### src/rtl/ioctl_sdram_loader.sv
// ioctl download stream -> SDRAM write port bridge with a small word FIFO and req/ack replay.
// Optional checksum output enabled by defining IOCTL_LOADER_CSUM_EN.
module ioctl_sdram_loader #(
  parameter int          FIFO_DEPTH  = 4,
  parameter logic [7:0]  INDEX_MATCH = 8'h00,
  parameter logic [24:0] BASE_ADDR   = 25'h0
) (
  input  logic        clk_sys,
  input  logic        reset,
  input  logic        ioctl_download,
  input  logic [7:0]  ioctl_index,
  input  logic        ioctl_wr,
  input  logic [24:0] ioctl_addr,
  input  logic [15:0] ioctl_dout,
  output logic        ioctl_wait,
  output logic        mem_req,
  output logic [24:0] mem_addr,
  output logic [15:0] mem_wdata,
  input  logic        mem_ack,
  output logic        busy,
  output logic        done,
  output logic        overflow,
`ifdef IOCTL_LOADER_CSUM_EN
  output logic [15:0] checksum,
`endif
  output logic [23:0] word_count
);
  localparam int AW = $clog2(FIFO_DEPTH);
  localparam int CW = AW + 1;

  typedef struct packed {
    logic [24:0] addr;
    logic [15:0] data;
  } wr_ent_t;

  typedef enum logic {IDLE, REQ} state_t;

  wr_ent_t        fifo [FIFO_DEPTH];
  logic [AW-1:0]  wr_ptr, rd_ptr, rd_ptr_p1;
  logic [CW-1:0]  count, count_nxt;
  state_t         state, state_nxt;
  logic           match, full, push, drop, pop;
  logic           dl_q, rise, fall, drain, done_cond;
  logic           load, req_nxt;
  wr_ent_t        push_ent, head_ent, next_ent, ld_ent;

  assign match     = ioctl_download & ioctl_wr & (ioctl_index == INDEX_MATCH);
  assign full      = (count == CW'(FIFO_DEPTH));
  assign push      = match & ~full;
  assign drop      = match & full;
  assign pop       = (state == REQ) & mem_ack;
  assign count_nxt = count + CW'(push) - CW'(pop);
  assign rd_ptr_p1 = rd_ptr + 1'b1;

  assign push_ent.addr = BASE_ADDR + (ioctl_addr & 25'h1FF_FFFE);
  assign push_ent.data = ioctl_dout;
  // An empty FIFO forwards the incoming word so the request goes out the next cycle.
  assign head_ent  = (count != '0) ? fifo[rd_ptr] : push_ent;
  assign next_ent  = (count > CW'(1)) ? fifo[rd_ptr_p1] : push_ent;

  assign rise      = ioctl_download & ~dl_q;
  assign fall      = ~ioctl_download & dl_q;
  assign done_cond = drain & (count == '0) & (state == IDLE) & ~rise;
  assign busy      = ioctl_download | (count != '0) | mem_req | drain;

  always_comb begin
    state_nxt = state;
    load      = 1'b0;
    ld_ent    = head_ent;
    req_nxt   = mem_req;
    case (state)
      IDLE: if ((count != '0) || push) begin
        state_nxt = REQ;
        load      = 1'b1;
        req_nxt   = 1'b1;
      end
      REQ: if (mem_ack) begin
        if ((count > CW'(1)) || push) begin
          load   = 1'b1;
          ld_ent = next_ent;
        end else begin
          state_nxt = IDLE;
          req_nxt   = 1'b0;
        end
      end
      default: state_nxt = IDLE;
    endcase
  end

  always_ff @(posedge clk_sys or negedge reset) begin
    if (!reset) begin
      state     <= IDLE;
      mem_req   <= 1'b0;
      mem_addr  <= '0;
      mem_wdata <= '0;
    end else begin
      state   <= state_nxt;
      mem_req <= req_nxt;
      if (load) begin
        mem_addr  <= ld_ent.addr;
        mem_wdata <= ld_ent.data;
      end
    end
  end

  always_ff @(posedge clk_sys) begin
    if (push) fifo[wr_ptr] <= push_ent;
  end

  always_ff @(posedge clk_sys or negedge reset) begin
    if (!reset) begin
      wr_ptr     <= '0;
      rd_ptr     <= '0;
      count      <= '0;
      ioctl_wait <= 1'b0;
      dl_q       <= 1'b0;
      drain      <= 1'b0;
      done       <= 1'b0;
      overflow   <= 1'b0;
      word_count <= '0;
    end else begin
      if (push) wr_ptr <= wr_ptr + 1'b1;
      if (pop)  rd_ptr <= rd_ptr_p1;
      count      <= count_nxt;
      ioctl_wait <= (count_nxt >= CW'(FIFO_DEPTH - 1));
      dl_q       <= ioctl_download;
      done       <= done_cond;
      if (fall)                  drain <= 1'b1;
      else if (rise | done_cond) drain <= 1'b0;
      overflow   <= (overflow & ~rise) | drop;
      if (rise)     word_count <= '0;
      else if (pop) word_count <= word_count + 24'd1;
    end
  end

`ifdef IOCTL_LOADER_CSUM_EN
  always_ff @(posedge clk_sys or negedge reset) begin
    if (!reset)   checksum <= '0;
    else if (rise) checksum <= '0;
    else if (pop)  checksum <= checksum + mem_wdata;
  end
`endif
endmodule

### config.mk
export PLATFORM = sky130hd
export DESIGN_NAME = ioctl_sdram_loader
export DESIGN_NICKNAME = d
export VERILOG_FILES = /design/src/rtl/ioctl_sdram_loader.sv
export SDC_FILE = /design/constraint.sdc
export NUM_CORES = 1
export LEC_CHECK = 0
export ABC_AREA = 1
export BUFFER_PORTS_ARGS = -buffer_cell sky130_fd_sc_hd__buf_2
export CORE_MARGIN = 2
export CORE_UTILIZATION = 48
export DETAILED_ROUTE_END_ITERATION = 12
export GPL_TIMING_DRIVEN = 0
export PLACE_DENSITY = 0.79
export SLEW_MARGIN = 20
export SYNTH_ARGS = -nofsm -noshare
export SYNTH_HDL_FRONTEND = slang
export SYNTH_SLANG_ARGS = --single-unit
### constraint.sdc
create_clock -name clk_sys -period 7.4 [get_ports clk_sys]
set_input_delay 1.11 -clock clk_sys [delete_from_list [all_inputs] [get_ports clk_sys]]
set_output_delay 1.11 -clock clk_sys [all_outputs]
set_load 0.03 [all_outputs]
# After elaboration in Yosys (flattened, before gate mapping)
# Memory sizes are Yosys's and may differ from the RTL's.
# Cells that the tools add are included.
# totals
register_bits	79
latch_bits	0
mem_bits_rw	160
rom_bits	0
input_bits	54
out_inout_bits	70
word_cells	75
n_memories	1
# memory_table
name	words	word_bits	read_ports	rd_ports_with_merged_regs	wr	line	source
fifo	4	40	2	0	1	38	wr_ent_t fifo [FIFO_DEPTH];
# classes
n_addsub	5
n_mul	0
div_mod_pow	0
magnitude_cmp	2
n_eq_ne	4
shifts	0
mux	21
n_bitwise	21
n_reduce_logical	8
# op_table
op	n
41-bit 2-to-1 mux	5
24-bit 2-to-1 mux	2
24-bit by 1-bit adder with 24-bit output, second input constant	1
1-bit bitwise AND	11
1-bit 2-to-1 mux	11
8-bit zero test	1
1-bit case mux with 2 select lines	3
1-bit NOT	5
1-bit bitwise OR	5
2-bit by 1-bit adder with 2-bit output, second input constant	2
2-bit != test, second input constant	2
2-bit nonzero test	2
3-bit by 1-bit adder with 3-bit output	1
3-bit == test, second input constant	1
3-bit by 2-bit >= comparator with 1-bit output, second input constant	1
3-bit by 1-bit > comparator with 1-bit output, second input constant	1
3-bit zero test	1
3-bit AND reduction	1
3-bit nonzero test	1
3-bit by 1-bit subtractor with 3-bit output	1
1-bit logical OR	2
2-bit by 1-bit != test with 1-bit output, second input constant	1

# Depth between registers and ports, before layout
# depth
ltp_word	7
ltp_mapped	12
depth_no_buf	12

# Least setup slack after synthesis
# OpenSTA, ideal clock, no wires.
# synth_timing
kind	input port to flip-flop
startpoint	input port ioctl_index[5]
endpoint	memory fifo[0][0] in the netlist's numbering, enable pin
t_arrival_ns	3.261
required_time_ns	6.963
setup_slack_ns	3.702
cell_stages	5
n_path_buf	0
path_cell_list	nor2_1 -> inv_1 -> nor2_2 -> nand3_4 -> nor2_1
# synth_between
elab_chain_len	5
# synth_lines
item	line	source
start, declared	11	input logic [7:0] ioctl_index,
8-bit zero test	47	assign match = ioctl_download & ioctl_wr & (ioctl_index == INDEX_MATCH);
1-bit bitwise AND	47	
1-bit bitwise AND	49	assign push = match & ~full;
1-bit 2-to-1 mux	107	if (push) fifo[wr_ptr] <= push_ent;
1-bit 2-to-1 mux (not written as such)	107	
end, declared	38	
# Every way passes these cells.

# Final worst setup path
# layout_timing
startpoint	register count[1]
endpoint	output port busy
# layout_between
elab_chain_len	4
# layout_lines
item	line	source
start, declared	40	logic [CW-1:0] count, count_nxt;
start signal, assigned	124	count <= count_nxt;
3-bit nonzero test	64	assign busy = ioctl_download | (count != '0) | mem_req | drain;
1-bit bitwise OR (3 in a row)	64	
end, declared	20	output logic busy,
# Every way passes these cells.

==> impl_results.md <==
- Worst Path Buf+Inv: 3
- Via density: 5.81
- Num CTS Buffers: 26
- CTS tree: built
- Initial Utilization: 0.485
- FF-to-FF path depth: 10
- Drt first pass iters: 6
- Routed vias: 11700
- CTS Hold Bufs: 0
- Post-synth top area share: 0.382
- Cell area power density: 415 nW/µm²
- CP cell instances: nor2_1 > nand2_2 > inv_1 > buf_1 > nand2_1 > buf_2
- Clock skew: 0.00758 ns
- Reg2reg start: state
- Post-synth cell types: 38
- First DRT Iteration DRCs: 1667
- Critical-path top delay cell: buf_1
- Delay of the slowest cell on the worst path: 0.58 ns
- Worst min-delay path class: reg2reg
- DRT Wirelength: 39700 µm
- Register bit total from synthesis: 238
- Seq pwr share: 0.274
- Most common library cells after synthesis: nand2_1, nand3_1, edfxtp_1
- Syn Std Cell Area: 12600 µm²
- Cell-internal power: 0.00333 W
- First-pass GRT wire length: 60700 µm
- Outcome: complete, no violations
- Clock Path Buffers: 3
- RePlAce Congestion: 0.888
- Post-synth EDFFs: 160
- Worst Setup End Kind: output port
- Reg clk slew, reported paths: 0.06 ns
- Dominant cells by area after synthesis: edfxtp_1, dfrtp_1, nand2_1
- Final net count: 1718
- Synth async-reset ratio: 0.328
- Tot Pwr: 0.00612 W
- Combinational Power Share: 0.497
- Area leader, netlist: edfxtp_1
- Slew HR: 0.444
- Setup CP Type: reg2out
- Row Count: 59
- Sw power: 0.00279 W
- Vias in the first global route: 11300
- Sequential-to-total area share from yosys stat: 0.537
- Pre-CTS WS: 4.03 ns
- Pin count of the biggest net entering global routing: 51
- Crit path max-delay family: buffers and inverters
- WP data required: 6.29 ns
- Unrepaired setup endpoints after global routing: false
- I/O pin count: 124
- Gr usage total: 0.279
- H-tree lvl count: 1
- Most frequent cell after synthesis: nand2_1
- Die Area: 27500 µm²
- Final global-route overflow total: 0
- Die Wd: 166 µm
- DR WL/cell: 19.7 µm
- Syn avg cell area: 8.40 µm²
- Max IR drop VDD: 0.263 mV
- Main synth FF type: edfxtp_1
- Crit share post-route: 0.487
- Clock Power Share: 0.229
- Port Buffers: 121
- Minimum clock period: 3.60 ns
- Antenna violation net count after detailed routing: 0
- Syn Inst Count: 1497
- DRC Markers: 0
- Clock latency on the worst-skew pair: 0.54 ns
- Sw Share: 0.456
- Hold path startpoint: overflow
- Die height: 166 µm
- DP HPWL: 26500 µm
- MaxCap Viol Count: 0
- Finish-stage setup viols: 0
- Core area: 25900 µm²
- Worst Hold Path EP: overflow
- Setup ws final: 3.80 ns
- Crit Path Max Fanout: 10
- CP startpoint kind: flip-flop
- Final hold violation count: 0
- Share of post-route cells with drive strength above 1: 0.168
- CTS resizes: 0
- Worst-Margin Slew: 0.834 ns
- Fin util: 0.570
- P&R area growth vs syn: 17.4%
- Fin. max-slew vios: 0
- Fmax: 0.278 GHz
- Worst Hold Depth: 2
- Syn. warnings: 0
- Data arrival time of the worst path: 2.49 ns
- Reg2reg end: ioctl_wait
- Sum Neg Setup Slack: 0 ns
- Clock Tree Root: clkbuf_16
- Post-synthesis net count: 1561
- Number of antenna violations at the first check in global routing: 5
- Clock sink count: 238
- Post CTS Setup Buffer Count: 0
- P_leak: 6.70 nW
- FF-to-FF setup slack: 4.75 ns
through the flow:
stage	hold WS, ns	instance area [µm²]	instances
CTS	0.503	14800	2009
finish	0.499	14800	2012
detailed placement	0.489	13800	1961
floorplan	0.492	12600	1497
global route	0.532	14800	2011
global placement	0.475	13600	1953
power groups by stage:
| stage | clock, W | combinational [W] | sequential [W] |
|---|---|---|---|
| 2_1_floorplan | 0 | 0.00177 | 0.00191 |
| 3_3_place_gp | 0 | 0.00285 | 0.00169 |
| 3_5_place_dp | 0 | 0.00293 | 0.00170 |
| 4_1_cts | 0.00140 | 0.00296 | 0.00168 |
| 5_1_grt | 0.00145 | 0.00327 | 0.00169 |
| 6_report | 0.00140 | 0.00304 | 0.00168 |
layout by cell type, fill, tap and decap left out, types with 3 or more instances in the layout:
cell,instances
buf_4,15
o211ai_1,35
nor2_4,4
nand2_1,508
ha_1,9
buf_12,3
nor2_2,5
clkinv_2,8
or2_2,26
xor2_1,3
a21oi_1,44
nor3_1,8
inv_2,3
nor2_1,54
buf_16,5
o21ai_0,117
edfxtp_1,160
buf_2,152
clkbuf_1,31
nand2_4,6
nand3_1,190
inv_1,115
o21ai_1,19
buf_6,11
clkbuf_16,27
diode_2,3
bufinv_16,5
buf_1,5
nand4_1,7
dfrtp_1,78
state kept, by name, indices dropped and copies added (netlist names), 2 cells and up:
signal / count
rd_ptr: 2
mem_wdata: 16
count: 3
wr_ptr: 2
fifo: 160
mem_addr: 24
word_count: 24
worst min-delay path: stages, from the launching register on:
cell and delay [ns]:
dfrtp_1 0.34, nand2_1 0.06, o31ai_1 0.06
kinds of logic after synthesis:
kind of cell             Yosys count  synth area share
AO/OA/AOI/OAI                    219            0.0949
XOR/XNOR                           3           0.00209
adder cells (fa/ha/maj)           10            0.0105
buffers and inverters            209            0.0764
flip-flops                       238             0.537
other                              1          0.000298
AND/OR/NAND/NOR                  817             0.278
routing by layer:
layer	vias to the layer above	track usage	routed length [µm]
met1	5409	0.364	14800
met4	2	0.130	1630
met5	-	0	13
li1	5304	-	-
met3	149	0.0593	4960
met2	825	0.450	18300
worst max path at each step:
stage               slack, ns          to            from  cells after the start
floorplan                3.70  fifo[0][0]  ioctl_index[5]                      5
finish                   3.80        busy        count[1]                      6
CTS                      3.82        busy        count[1]                      6
global placement         1.92  fifo[1][6]  ioctl_download                      7
global route             3.68        busy        count[1]                      6
detailed placement       4.03  ioctl_wait         mem_ack                     11
final cells by class:
type,instances,area (µm²)
Sequential cell,238,6760
Fill cell,2203,11200
Inverter,119,447
Tap cell,335,419
Clock inverter,15,205
Buffer,90,514
Clock buffer,33,718
Antenna cell,3,7.51
Timing Repair Buffer,129,806
Multi-Input combinational cell,1050,4890
(Power assumes the default switching activity.)
